**config.mk**
```make
export PLATFORM = sky130hd
export DESIGN_NAME = multicycle_ctrl
export DESIGN_NICKNAME = d
export VERILOG_FILES = /design/src/rtl/mips_ctrl_pkg.sv /design/src/rtl/multicycle_ctrl.sv
export SDC_FILE = /design/constraint.sdc
export NUM_CORES = 1
export LEC_CHECK = 0
export CAP_MARGIN = 20
export CORE_MARGIN = 3
export CORE_UTILIZATION = 34
export CTS_BUF_LIST = sky130_fd_sc_hd__clkbuf_8
export CTS_CLUSTER_DIAMETER = 80
export DETAILED_ROUTE_END_ITERATION = 10
export DONT_BUFFER_PORTS = 1
export HOLD_SLACK_MARGIN = 0.1
export PLACE_DENSITY = 0.52
export SYNTH_ARGS = -nofsm -noshare
export SYNTH_HDL_FRONTEND = slang
export SYNTH_SLANG_ARGS = --single-unit
```
**constraint.sdc**
```tcl
create_clock -name clk_i -period 2.8 [get_ports clk_i]
set_input_delay 0 -clock clk_i [delete_from_list [all_inputs] [get_ports clk_i]]
set_output_delay 0 -clock clk_i [all_outputs]
set_load 0.02 [all_outputs]
```
**src/rtl/mips_ctrl_pkg.sv**
```systemverilog
// Shared encodings for the multi-cycle MIPS-subset control path.
// Holds opcode constants, the 4-bit control state encoding, and the
// ALU-op / pc_src / alu_src_b select encodings used by the datapath and
// ALU control. No ports (package).
package mips_ctrl_pkg;

  // Opcodes, instr[31:26]
  localparam logic [5:0] OP_RTYPE = 6'b000000;
  localparam logic [5:0] OP_ADDI  = 6'b001000;
  localparam logic [5:0] OP_SLTI  = 6'b001010;
  localparam logic [5:0] OP_LW    = 6'b100011;
  localparam logic [5:0] OP_SW    = 6'b101011;
  localparam logic [5:0] OP_BEQ   = 6'b000100;
  localparam logic [5:0] OP_BNE   = 6'b000101;
  localparam logic [5:0] OP_J     = 6'b000010;

  typedef enum logic [3:0] {
    S_FETCH     = 4'd0,
    S_DECODE    = 4'd1,
    S_MEM_ADDR  = 4'd2,
    S_MEM_READ  = 4'd3,
    S_MEM_WB    = 4'd4,
    S_MEM_WRITE = 4'd5,
    S_R_EXEC    = 4'd6,
    S_R_WB      = 4'd7,
    S_BRANCH    = 4'd8,
    S_JUMP      = 4'd9,
    S_I_EXEC    = 4'd10,
    S_I_WB      = 4'd11
  } state_e;

  typedef enum logic [2:0] {
    ALU_ADD   = 3'd0,
    ALU_SUB   = 3'd1,
    ALU_FUNCT = 3'd2,
    ALU_SLT   = 3'd3
  } alu_op_e;

  typedef enum logic [1:0] {
    PC_SRC_ALU    = 2'd0,
    PC_SRC_ALUOUT = 2'd1,
    PC_SRC_JUMP   = 2'd2
  } pc_src_e;

  typedef enum logic [1:0] {
    ALU_B_RT      = 2'd0,
    ALU_B_FOUR    = 2'd1,
    ALU_B_SEXT    = 2'd2,
    ALU_B_SEXT_SH = 2'd3
  } alu_src_b_e;

endpackage

```
**src/rtl/multicycle_ctrl.sv**
```systemverilog
// Main control FSM of a multi-cycle MIPS-subset core with a shared ALU and a
// unified variable-latency instruction/data memory (req/ready handshake).
// Ports:
//   clk_i, rst_i (sync, active high), en_i (run enable, low freezes)
//   opcode_i[5:0] from IR, zero_i ALU flag, mem_ready_i memory done
//   mem_read_o, mem_write_o, iord_o, ir_write_o, pc_write_o, pc_src_o[1:0]
//   alu_src_a_o, alu_src_b_o[1:0], alu_op_o[2:0], reg_dst_o, mem_to_reg_o,
//   reg_write_o, illegal_o / retire_o pulses, instr_count_o[CNT_W-1:0],
//   state_o[3:0] debug view of the state register.
module multicycle_ctrl
  import mips_ctrl_pkg::*;
#(
  parameter int CNT_W = 32
) (
  input  logic             clk_i,
  input  logic             rst_i,
  input  logic             en_i,
  input  logic [5:0]       opcode_i,
  input  logic             zero_i,
  input  logic             mem_ready_i,
  output logic             mem_read_o,
  output logic             mem_write_o,
  output logic             iord_o,
  output logic             ir_write_o,
  output logic             pc_write_o,
  output logic [1:0]       pc_src_o,
  output logic             alu_src_a_o,
  output logic [1:0]       alu_src_b_o,
  output logic [2:0]       alu_op_o,
  output logic             reg_dst_o,
  output logic             mem_to_reg_o,
  output logic             reg_write_o,
  output logic             illegal_o,
  output logic             retire_o,
  output logic [CNT_W-1:0] instr_count_o,
  output logic [3:0]       state_o
);

  state_e           state_r;
  state_e           next_state_s;
  logic [CNT_W-1:0] count_r;

  // Ungated enables/requests/pulses from the state decode
  logic mem_read_s, mem_write_s, ir_write_s, pc_write_s, reg_write_s;
  logic illegal_s, retire_s;
  logic active_s;

  localparam logic [CNT_W-1:0] CNT_ONE = {{(CNT_W-1){1'b0}}, 1'b1};

  // State register and retired-instruction counter
  always_ff @(posedge clk_i) begin
    if (rst_i) begin
      state_r <= S_FETCH;
      count_r <= {CNT_W{1'b0}};
    end else begin
      if (en_i) begin
        state_r <= next_state_s;
      end else begin
        state_r <= state_r;
      end
      // retire_o is already gated by en_i, so a frozen FSM never counts
      if (retire_o) begin
        count_r <= count_r + CNT_ONE;
      end else begin
        count_r <= count_r;
      end
    end
  end

  // Next-state and datapath control decode
  always_comb begin
    next_state_s = state_r;
    mem_read_s   = 1'b0;
    mem_write_s  = 1'b0;
    ir_write_s   = 1'b0;
    pc_write_s   = 1'b0;
    reg_write_s  = 1'b0;
    illegal_s    = 1'b0;
    retire_s     = 1'b0;
    iord_o       = 1'b0;
    pc_src_o     = PC_SRC_ALU;
    alu_src_a_o  = 1'b0;
    alu_src_b_o  = ALU_B_RT;
    alu_op_o     = ALU_ADD;
    reg_dst_o    = 1'b0;
    mem_to_reg_o = 1'b0;

    case (state_r)
      S_FETCH: begin
        mem_read_s  = 1'b1;
        alu_src_b_o = ALU_B_FOUR;
        // The read request is held until memory completes it
        if (mem_ready_i) begin
          ir_write_s   = 1'b1;
          pc_write_s   = 1'b1;
          next_state_s = S_DECODE;
        end else begin
          next_state_s = S_FETCH;
        end
      end
      S_DECODE: begin
        // Branch target precomputed into ALUOut
        alu_src_b_o = ALU_B_SEXT_SH;
        case (opcode_i)
          OP_LW, OP_SW:     next_state_s = S_MEM_ADDR;
          OP_RTYPE:         next_state_s = S_R_EXEC;
          OP_ADDI, OP_SLTI: next_state_s = S_I_EXEC;
          OP_BEQ, OP_BNE:   next_state_s = S_BRANCH;
          OP_J:             next_state_s = S_JUMP;
          default: begin
            illegal_s    = 1'b1;
            next_state_s = S_FETCH;
          end
        endcase
      end
      S_MEM_ADDR: begin
        alu_src_a_o = 1'b1;
        alu_src_b_o = ALU_B_SEXT;
        if (opcode_i == OP_LW) begin
          next_state_s = S_MEM_READ;
        end else if (opcode_i == OP_SW) begin
          next_state_s = S_MEM_WRITE;
        end else begin
          next_state_s = S_FETCH;
        end
      end
      S_MEM_READ: begin
        mem_read_s = 1'b1;
        iord_o     = 1'b1;
        if (mem_ready_i) begin
          next_state_s = S_MEM_WB;
        end else begin
          next_state_s = S_MEM_READ;
        end
      end
      S_MEM_WB: begin
        reg_write_s  = 1'b1;
        mem_to_reg_o = 1'b1;
        retire_s     = 1'b1;
        next_state_s = S_FETCH;
      end
      S_MEM_WRITE: begin
        mem_write_s = 1'b1;
        iord_o      = 1'b1;
        if (mem_ready_i) begin
          retire_s     = 1'b1;
          next_state_s = S_FETCH;
        end else begin
          next_state_s = S_MEM_WRITE;
        end
      end
      S_R_EXEC: begin
        alu_src_a_o  = 1'b1;
        alu_op_o     = ALU_FUNCT;
        next_state_s = S_R_WB;
      end
      S_R_WB: begin
        reg_write_s  = 1'b1;
        reg_dst_o    = 1'b1;
        retire_s     = 1'b1;
        next_state_s = S_FETCH;
      end
      S_I_EXEC: begin
        alu_src_a_o = 1'b1;
        alu_src_b_o = ALU_B_SEXT;
        if (opcode_i == OP_SLTI) begin
          alu_op_o = ALU_SLT;
        end else begin
          alu_op_o = ALU_ADD;
        end
        next_state_s = S_I_WB;
      end
      S_I_WB: begin
        reg_write_s  = 1'b1;
        retire_s     = 1'b1;
        next_state_s = S_FETCH;
      end
      S_BRANCH: begin
        alu_src_a_o = 1'b1;
        alu_op_o    = ALU_SUB;
        pc_src_o    = PC_SRC_ALUOUT;
        if (opcode_i == OP_BNE) begin
          pc_write_s = ~zero_i;
        end else begin
          pc_write_s = zero_i;
        end
        retire_s     = 1'b1;
        next_state_s = S_FETCH;
      end
      S_JUMP: begin
        pc_write_s   = 1'b1;
        pc_src_o     = PC_SRC_JUMP;
        retire_s     = 1'b1;
        next_state_s = S_FETCH;
      end
      default: begin
        next_state_s = S_FETCH;
      end
    endcase
  end

  // Side-effecting outputs are suppressed in reset and while frozen; a
  // withdrawn memory request is simply reissued once en_i returns.
  always_comb begin
    active_s = en_i & ~rst_i;
    if (active_s) begin
      mem_read_o  = mem_read_s;
      mem_write_o = mem_write_s;
      ir_write_o  = ir_write_s;
      pc_write_o  = pc_write_s;
      reg_write_o = reg_write_s;
      illegal_o   = illegal_s;
      retire_o    = retire_s;
    end else begin
      mem_read_o  = 1'b0;
      mem_write_o = 1'b0;
      ir_write_o  = 1'b0;
      pc_write_o  = 1'b0;
      reg_write_o = 1'b0;
      illegal_o   = 1'b0;
      retire_o    = 1'b0;
    end
  end

  assign instr_count_o = count_r;
  assign state_o       = state_r;

endmodule

```
==> impl_metrics.env, run 1 <==
export IMPL_fin_crit_ns=2.40
export IMPL_dr_pass1_iters=4
export IMPL_critPathCaptureType="register"
export IMPL_leakagePower_uw=0.000854
export IMPL_cts_root_buf="clkbuf_8"
export IMPL_grt_pass1_vias=1991
export IMPL_drive_gt1_share_pct=10.6
export IMPL_drt_iter0_markers=108
export IMPL_ys_types=57
export IMPL_switchingPower_uw=265
export IMPL_synth_warnings=0
export IMPL_power_frac_comb_pct=10.4
export IMPL_placed_cell_area_mm2=0.00242
export IMPL_synth_edf_count=0
export IMPL_cp_data_required_time_ns=3.02
export IMPL_vdd_drop_max_v=0.000178
export IMPL_p_int_uw=746
export IMPL_synth_seq_area_share_pct=30.8
export IMPL_rows=29
export IMPL_switching_share_pct=26.2
export IMPL_cts_buffer_depth=2
export IMPL_postSynthCellCount=304
export IMPL_multi_input_area_mm2=0.00147
export IMPL_clkTransAtPathRegs_ns=0.07
export IMPL_finClkSkew_ns=0.00372
export IMPL_cts_resized=0
export IMPL_die_h_um=89.0
export IMPL_worst_pin_slew_ns=0.739
export IMPL_fillers=682
export IMPL_crit_type="register to register"
export IMPL_hold_start="mem_ready_i"
export IMPL_synth_ff_type="dfxtp_1"
export IMPL_period_share_pct=85.6
export IMPL_place_gp_congestion=0.790
export IMPL_synthArstFlopShare_pct=0
export IMPL_area_growth_pct=11.6
export IMPL_cts_tree="yes"
export IMPL_grt_usage_pct=16.1
export IMPL_fp_dieW_um=89.0
export IMPL_path_max_fanout=18
export IMPL_wl_per_cell_um=16.7
export IMPL_num_vias=2256
export IMPL_nNetsFinal=323
export IMPL_hold_path_class="input port to register"
export IMPL_setup_slack_ns=0.404
export IMPL_core_area_mm2=0.00649
export IMPL_yosys_area_top_type="dfxtp_1"
export IMPL_slew_violations=0
export IMPL_tns_ns=0
export IMPL_maxCapViolCount=0
export IMPL_synth_area_mm2=0.00234
export IMPL_drtAntennaViolNets=0
export IMPL_whs_ns=0.113
export IMPL_dp_slack_ns=0.431
export IMPL_maxSlewHeadroom_pct=50.3
export IMPL_utilization_pct=40.2
export IMPL_synth_nets=316
export IMPL_htree_levels=2
export IMPL_grt_overflow=0
export IMPL_netlist_area_leader_share_pct=30.8
export IMPL_dp_hpwl_um=4540
export IMPL_wirelength_um=6510
export IMPL_rr_startpoint="state_o[3]"
export IMPL_ys_ff_latch=36
export IMPL_antenna_found_initial=0
export IMPL_fp_dieArea_mm2=0.00791
export IMPL_finalHoldViolCount=0
export IMPL_io_buffers=0
export IMPL_grt_max_degree=36
export IMPL_cp_data_arrival_time_ns=2.62
export IMPL_worstSkewPairLatency_ns=0.29
export IMPL_clock_fmax_mhz=417
export IMPL_reg2regPathDepth=5
export IMPL_start_util_pct=36.0
export IMPL_drc=0
export IMPL_reg2reg_slack_ns=0.40
export IMPL_finalSetupViolations=0
export IMPL_min_to="state_o[1]"
export IMPL_clockPowerShare_pct=38.5
export IMPL_p_per_area_mw_per_mm2=387
export IMPL_syn_area_per_cell_um2=7.70
export IMPL_final_area_mm2=0.00261
export IMPL_grt_first_pass_wirelength_um=10100
export IMPL_startpoint="state_o[3]"
export IMPL_viasPerCell=5.80
export IMPL_worstSetupStartpointType="register"
export IMPL_outcome="finished clean"
export IMPL_seq_area_um2=721
export IMPL_reg2reg_to="instr_count_o[17]"
export IMPL_antenna_cells=0
export IMPL_pin_count=65
export IMPL_seqPwrFrac_pct=51.2
export IMPL_ys_top_cells_by_area="dfxtp_1, a21oi_1, nor2_1"
export IMPL_hold_depth=4
export IMPL_synth_commonest_cells="dfxtp_1, nor2_1, a21oi_1"
export IMPL_clock_sinks=36
export IMPL_numCtsBuffers=5
export IMPL_rsz0062_at_grt="false"
## power groups by stage
| stage | Combinational, uW | Sequential (uW) | Clock [uW] |
|---|---|---|---|
| finish | 105 | 518 | 389 |
| detailed placement | 83.9 | 529 | 0 |
| CTS | 105 | 517 | 401 |
| global placement | 83.7 | 529 | 0 |
| global route | 114 | 518 | 422 |
| floorplan | 79.2 | 529 | 0 |
## placed cells by master, fill, tap and decap left out, types with 3 or more instances in the layout
cell           instances
o31ai_1               11
nand4_1                8
clkbuf_8               6
dlygate4sd3_1          8
dfxtp_1               36
xnor2_1                6
nor3_1                12
a21oi_1               28
nor2_1                36
xor2_1                 9
nand2b_1               4
a211oi_1               4
nor4_1                 4
nand3_1               19
buf_4                 11
nand2_1               19
inv_1                 13
or4_1                 10
nor2b_1                3
or3_1                  7
a31oi_1                3
o21ai_0               15
## kinds of logic (layout without fill, tap and decap cells)
family / Yosys count / after routing / share of synthesized area (%)
simple gates: 142 / 142 / 35.6
compound gates: 76 / 76 / 20.6
flops: 36 / 36 / 30.8
buf+inv: 32 / 40 / 6.31
xor+xnor: 15 / 15 / 5.62
fa+ha+maj: 1 / 1 / 0.535
other cells: 1 / 1 / 0.160
mux: 1 / 1 / 0.428
## worst max-delay path by stage
stage,end,slack (ns),depth (start not counted)
6_report,instr_count_o[17],0.40,5
2_1_floorplan,illegal_o,0.70,4
5_1_grt,instr_count_o[31],0.21,5
3_3_place_gp,instr_count_o[17],0.50,5
3_5_place_dp,instr_count_o[17],0.43,5
4_1_cts,instr_count_o[17],0.41,5
## worst max-delay path, cell delays in order (launching register included)
cell     delay [ns]
dfxtp_1        0.59
nor2_1         0.17
a21oi_4        0.43
nand4_2        0.45
or3_2          0.55
a21oi_1        0.14
## final cells by class
type                    count  share of cell area, %
multi-input cells         236                   56.4
flip-flops and latches     36                   27.6
repair buffers             20                   7.00
well taps                  77                   3.69
clock buffers               6                   3.16
inverters                  12                   1.72
clock inverters             2                  0.431
## stage by stage
| step | cells | total power (uW) |
|---|---|---|
| 6_report | 389 | 1010 |
| 4_1_cts | 389 | 1020 |
| 3_3_place_gp | 372 | 613 |
| 3_5_place_dp | 372 | 613 |
| 2_1_floorplan | 304 | 608 |
| 5_1_grt | 389 | 1050 |
## sequential cells by signal, indices dropped and copies added, names as in the netlist
register and cells:
instr_count_o 32, state_o 4
## metal layers
metal	track usage (%)	routed length (um)	part of all wire, %	up-vias
li1	-	-	-	1136
met1	19.9	2880	44	1051
met2	26.8	3150	48	63
met3	5.44	412	6.3	6
met4	4.33	72	1.1	0
met5	0	0	0	-
## repair_timing
item | 4_1_cts | 5_1_grt
endpoints found under the hold margin | 36 | 0
buffers inserted | 0 | 0
hold buffers | 9 | 0
No activity file was read; power rests on OpenSTA's default activity.
==> run 2: changes to the inputs <==
--- a/config.mk
+++ b/config.mk
@@ -5,6 +5,7 @@
 export SDC_FILE = /design/constraint.sdc
 export NUM_CORES = 1
 export LEC_CHECK = 0
+export ABC_AREA = 1
 export CAP_MARGIN = 20
 export CORE_MARGIN = 3
 export CORE_UTILIZATION = 34
==> run 2 against run 1 <==
Net effect: area after synthesis grew 8.2%; final cell count is 42% higher; total power down 6.8%; design area up 4.1%; clock power decreased by 4%; sequential power is essentially flat; critical path type unchanged.
==> impl_metrics.env, run 2 <==
export IMPL_finalSetupViolations=0
export IMPL_pin_count=65
export IMPL_dp_slack_ns=0.761
export IMPL_post_cts_buffers=0
export IMPL_antenna_cells=0
export IMPL_slew_violations=0
export IMPL_grt_overflow=0
export IMPL_worstSetupPathDepth=10
export IMPL_maxCapViolCount=0
export IMPL_leakagePower_uw=0.00113
export IMPL_vdd_drop_max_v=0.000149
export IMPL_synth_ff_type="dfxtp_1"
export IMPL_start_util_pct=36.1
export IMPL_utilization_pct=38.7
export IMPL_worstSkewPairLatency_ns=0.29
export IMPL_fin_crit_ns=2.07
export IMPL_numCtsBuffers=5
export IMPL_hold_depth=3
export IMPL_netlist_area_leader_share_pct=28.5
export IMPL_fp_dieArea_mm2=0.00852
export IMPL_grt_max_degree=45
export IMPL_tns_ns=0
export IMPL_nNetsFinal=467
export IMPL_finalHoldViolCount=0
export IMPL_crit_family="buffers and inverters"
export IMPL_drc=0
export IMPL_reg2regPathDepth=10
export IMPL_worstSetupStartpointType="register"
export IMPL_cp_data_required_time_ns=2.94
export IMPL_period_share_pct=74.0
export IMPL_maxSlewHeadroom_pct=50.5
export IMPL_ys_top_cells_by_area="dfxtp_1, nand2_1, nor2_1"
export IMPL_drtAntennaViolNets=0
export IMPL_place_gp_congestion=0.854
export IMPL_rsz0062_at_grt="false"
export IMPL_p_per_area_mw_per_mm2=347
export IMPL_synth_most_common_cell="nand2_1"
export IMPL_synth_warnings=0
export IMPL_path_common_cell="nand2_1"
export IMPL_area_growth_pct=7.37
export IMPL_postSynthCellCount=453
export IMPL_finClkSkew_ns=0.00574
export IMPL_clock_sinks=36
export IMPL_grt_first_pass_wirelength_um=11500
export IMPL_dr_pass1_iters=7
export IMPL_cpMaxStageDelayCell="dfxtp_1"
export IMPL_hold_path_class="input port to register"
export IMPL_cts_buffer_depth=2
export IMPL_io_buffers=0
export IMPL_syn_area_per_cell_um2=5.59
export IMPL_wl_per_cell_um=12.5
export IMPL_core_area_mm2=0.00702
export IMPL_synth_seq_area_share_pct=28.5
export IMPL_layout_common_cells="nand2_1, nor2_1, inv_1"
export IMPL_final_area_mm2=0.00272
export IMPL_cts_tree="yes"
export IMPL_placed_cell_area_mm2=0.00259
export IMPL_clock_fmax_mhz=483
export IMPL_outcome="finished clean"
export IMPL_drt_iter0_markers=74
export IMPL_antenna_found_initial=0
export IMPL_clkTransAtPathRegs_ns=0.07
export IMPL_synth_edf_count=0
export IMPL_path_buf_inv=3
export IMPL_num_vias=2628
export IMPL_synthArstFlopShare_pct=0
export IMPL_fp_dieW_um=92.3
export IMPL_die_h_um=92.3
export IMPL_drive_gt1_share_pct=4.17
export IMPL_synth_commonest_cells="nand2_1, nor2_1, inv_1"
export IMPL_dp_hpwl_um=5400
export IMPL_path_cells="inv_1 -> nand2_1 -> inv_1 -> nand2_1 -> nor2_1 -> nor2_1 -> nand3_1 -> dlygate4sd3_1 -> nand2_1 -> a21oi_1"
export IMPL_ys_types=28
export IMPL_cp_data_arrival_time_ns=2.21
export IMPL_path_max_fanout=6
export IMPL_cts_root_buf="clkbuf_8"
export IMPL_grt_pass1_vias=2446
export IMPL_yosys_area_top_type="dfxtp_1"
export IMPL_critPathCaptureType="register"
export IMPL_final_common_cell="nand2_1"
export IMPL_grt_usage_pct=16.6
export IMPL_ys_ff_latch=36
export IMPL_rows=30
export IMPL_largest_reg_flops=32
export IMPL_critPathMaxStageDelay_ns=0.56
export IMPL_wirelength_um=6880
export IMPL_synth_nets=465
export IMPL_htree_levels=2
export IMPL_crit_type="register to register"
export IMPL_setup_slack_ns=0.728
export IMPL_synth_area_mm2=0.00253
export IMPL_viasPerCell=4.76
export IMPL_worst_pin_slew_ns=0.740
[run 2: cell count changes after synthesis, sizes merged, moves of 9 or more]
cell,previous run,this run
nor2,36,93
or4,10,0
o31ai,11,0
or3,9,0
inv,12,51
nand4,11,2
nor3,14,4
nand2,19,173
[run 2: area by class of cell]
cell class,count,area [um2]
fill,787,4300
multi-input combinational,357,1550
sequential,36,721
inverter,51,194
tap,96,120
clock buffer,6,82.6
timing repair buffer,4,40.0
clock inverter,2,7.51
[run 2: worst reg2reg max path, stage by stage (launching register included)]
cell	delay (ns)
dfxtp_1	0.56
inv_1	0.10
nand2_1	0.15
inv_1	0.07
nand2_1	0.14
nor2_1	0.07
nor2_1	0.08
nand3_1	0.07
dlygate4sd3_1	0.55
nand2_1	0.07
a21oi_1	0.06
[run 2: through the flow]
step / hold WS [ns] / std cells / total power [uW]
after floorplan: 0.143 / 453 / 567
final: 0.135 / 552 / 943
after global placement: 0.0732 / 540 / 570
after CTS: 0.156 / 552 / 958
after global routing: 0.188 / 552 / 989
after detailed placement: 0.0764 / 540 / 570
[run 2: timing repair]
item                      in CTS  in global routing
resized for setup              0                  0
hold buffers                   4                  0
hold endpoints to repair      19                  0
[run 2: logic make-up after synthesis]
family          after synthesis  share of synthesized area [%]
fa+ha+maj                     1                          0.494
buf+inv                      60                           10.2
other cells                   1                          0.148
simple gates                308                           50.1
xor+xnor                      8                           2.77
flops                        36                           28.5
compound gates               39                           7.86
[run 2: worst paths after layout]
kind	startpoint	endpoint	slack, ns
min	rst_i	instr_count_o[17]	0.14
max reg2reg	state_o[3]	state_o[0]	0.73
min reg2reg	instr_count_o[0]	instr_count_o[0]	0.59
max	state_o[3]	state_o[0]	0.73
[run 2: layer usage]
| layer | GRT usage (%) | vias to the layer above | routed length (um) |
|---|---|---|---|
| met5 | 0 | - | 0 |
| met4 | 4.70 | 0 | 88 |
| met3 | 5.58 | 8 | 456 |
| met2 | 27.9 | 56 | 3310 |
| met1 | 20.3 | 1170 | 3030 |
| li1 | - | 1394 | - |
[run 2: where the power goes]
part,switching [uW],internal (uW)
clock,181,193
combinational,36.9,15.0
sequential,3.13,513
==> run 3: changes to the inputs <==
--- a/config.mk
+++ b/config.mk
@@ -14,7 +14,7 @@
 export DETAILED_ROUTE_END_ITERATION = 10
 export DONT_BUFFER_PORTS = 1
 export HOLD_SLACK_MARGIN = 0.1
-export PLACE_DENSITY = 0.52
+export PLACE_DENSITY = 0.54
 export SYNTH_ARGS = -nofsm -noshare
 export SYNTH_HDL_FRONTEND = slang
 export SYNTH_SLANG_ARGS = --single-unit
==> constraint.sdc (replaced) <==
create_clock -name clk_i -period 1.9 [get_ports clk_i]
set_input_delay 0 -clock clk_i [delete_from_list [all_inputs] [get_ports clk_i]]
set_output_delay 0 -clock clk_i [all_outputs]
set_load 0.02 [all_outputs]
==> run 3 against run 2 <==
Net effect: non-clock buffer count is 38 higher; first-iteration DRC count rose by 140%; register-to-register slack got worse by 0.59 ns; routed wire length is 7.2% higher; die area unchanged; largest cell class unchanged; largest power group unchanged; highest routed layer unchanged.
==> impl_metrics.env, run 3 (synthesized netlist as in run 2, its figures left out) <==
export IMPL_outcome="finished clean"
export IMPL_viasPerCell=4.79
export IMPL_grt_first_pass_wirelength_um=12300
export IMPL_switchingPower_uw=336
export IMPL_layout_common_cells="nand2_1, nor2_1, inv_1"
export IMPL_hold_path_class="input port to register"
export IMPL_start_util_pct=36.1
export IMPL_dp_hpwl_um=5790
export IMPL_reg2regPathDepth=10
export IMPL_htree_levels=2
export IMPL_grt_usage_pct=17.8
export IMPL_hold_depth=3
export IMPL_clkTransAtPathRegs_ns=0.07
export IMPL_grt_overflow=0
export IMPL_crit_type="register to register"
export IMPL_cp_data_required_time_ns=2.11
export IMPL_critPathCaptureType="register"
export IMPL_fp_dieW_um=92.3
export IMPL_power_frac_comb_pct=6.3
export IMPL_wirelength_um=7380
export IMPL_utilization_pct=43.2
export IMPL_clockPowerShare_pct=38.0
export IMPL_fp_dieArea_mm2=0.00852
export IMPL_final_common_cell="nand2_1"
export IMPL_maxCapViolCount=0
export IMPL_drive_gt1_share_pct=14.6
export IMPL_cts_tree="yes"
export IMPL_die_h_um=92.3
export IMPL_post_cts_buffers=0
export IMPL_grt_max_degree=45
export IMPL_hold_start="mem_ready_i"
export IMPL_pin_count=65
export IMPL_reg2reg_to="state_o[0]"
export IMPL_cts_buffer_depth=2
export IMPL_area_growth_pct=19.8
export IMPL_io_buffers=0
export IMPL_path_max_fanout=5
export IMPL_leakagePower_uw=0.00133
export IMPL_clock_sinks=36
export IMPL_p_int_uw=1030
export IMPL_drc=0
export IMPL_finClkSkew_ns=0.00622
export IMPL_worst_pin_slew_ns=0.732
export IMPL_drtAntennaViolNets=0
export IMPL_largest_reg_flops=32
export IMPL_rows=30
export IMPL_fin_crit_ns=1.76
export IMPL_drt_iter0_markers=176
export IMPL_switching_share_pct=24.7
export IMPL_place_gp_congestion=0.910
export IMPL_antenna_found_initial=0
export IMPL_slew_violations=0
export IMPL_dp_slack_ns=0.159
export IMPL_numCtsBuffers=5
export IMPL_core_area_mm2=0.00702
export IMPL_grt_pass1_vias=2551
export IMPL_cp_data_arrival_time_ns=1.96
export IMPL_finalSetupViolations=0
export IMPL_nNetsFinal=505
export IMPL_wl_per_cell_um=12.5
export IMPL_tns_ns=0
export IMPL_setup_slack_ns=0.140
export IMPL_rr_startpoint="state_o[2]"
export IMPL_antenna_cells=0
export IMPL_reg2reg_slack_ns=0.14
export IMPL_worstSetupStartpointType="register"
export IMPL_clock_fmax_mhz=568
export IMPL_cts_root_buf="clkbuf_8"
export IMPL_period_share_pct=92.6
export IMPL_min_to="state_o[2]"
export IMPL_finalHoldViolCount=0
export IMPL_worstSkewPairLatency_ns=0.29
export IMPL_vdd_drop_max_v=0.000226
export IMPL_num_vias=2819
export IMPL_maxSlewHeadroom_pct=51.0
export IMPL_dr_pass1_iters=4
export IMPL_seqPwrFrac_pct=55.6
export IMPL_whs_ns=0.107
export IMPL_p_per_area_mw_per_mm2=449
[run 3: cell types whose count changed in the layout (fill, tap and decap cells not counted), sizes merged]
cell,delta
buf,+38
clkbuf,-1
clkinv,+1
inv,-1
[run 3: timing repair]
item                       4_1_cts  5_1_grt
hold endpoints to repair        19        0
gates resized for setup          0       16
hold buffers                     4        0
setup endpoints to repair        0       28
[run 3: worst max-delay path by stage]
stage / end / start / slack [ns]
finish: state_o[0] / state_o[2] / 0.14
detailed placement: instr_count_o[1] / state_o[1] / 0.16
CTS: state_o[0] / state_o[3] / 0.03
floorplan: instr_count_o[20] / instr_count_o[0] / 0.30
global route: state_o[0] / state_o[0] / -0.007
global placement: instr_count_o[1] / state_o[1] / 0.17
[run 3: power groups by stage]
stage	clock, uW	sequential (uW)	combinational, uW
after detailed placement	0	775	69.6
final	518	758	86.2
after floorplan	0	777	59.1
after CTS	536	757	84.7
after global placement	0	775	69.3
after global routing	565	758	97.3
[run 3: layout make-up]
cell class                      count  area [um2]
Clock inverter                      2        8.76
Tap cell                           96         120
Timing Repair Buffer               42         325
Multi-Input combinational cell    357        1590
Inverter                           51         194
Fill cell                         808        3990
Clock buffer                        5        68.8
Sequential cell                    36         726
[run 3: through the flow]
stage | cells | instance area [um2] | power, uW
3_5_place_dp | 578 | 2870 | 845
3_3_place_gp | 578 | 2870 | 844
2_1_floorplan | 453 | 2530 | 836
5_1_grt | 589 | 3030 | 1420
4_1_cts | 589 | 2990 | 1380
6_report | 589 | 3030 | 1360
[run 3: worst max-delay path, cell delays in order, from the launching register on]
cell and delay [ns]:
dfxtp_2 0.33, inv_2 0.10, nand2_2 0.10, inv_1 0.10
nand2_1 0.08, nor2_2 0.12, nor2_1 0.06, nand3_1 0.07
nand2_1 0.04, dlygate4sd3_1 0.55, a21oi_1 0.11
[run 3: layer usage]
metal | up-vias | track usage [%] | wire length (um)
met4 | 0 | 4.58 | 94
li1 | 1473 | - | -
met5 | - | 0 | 0
met3 | 8 | 3.86 | 394
met2 | 67 | 29.9 | 3570
met1 | 1271 | 23.0 | 3320
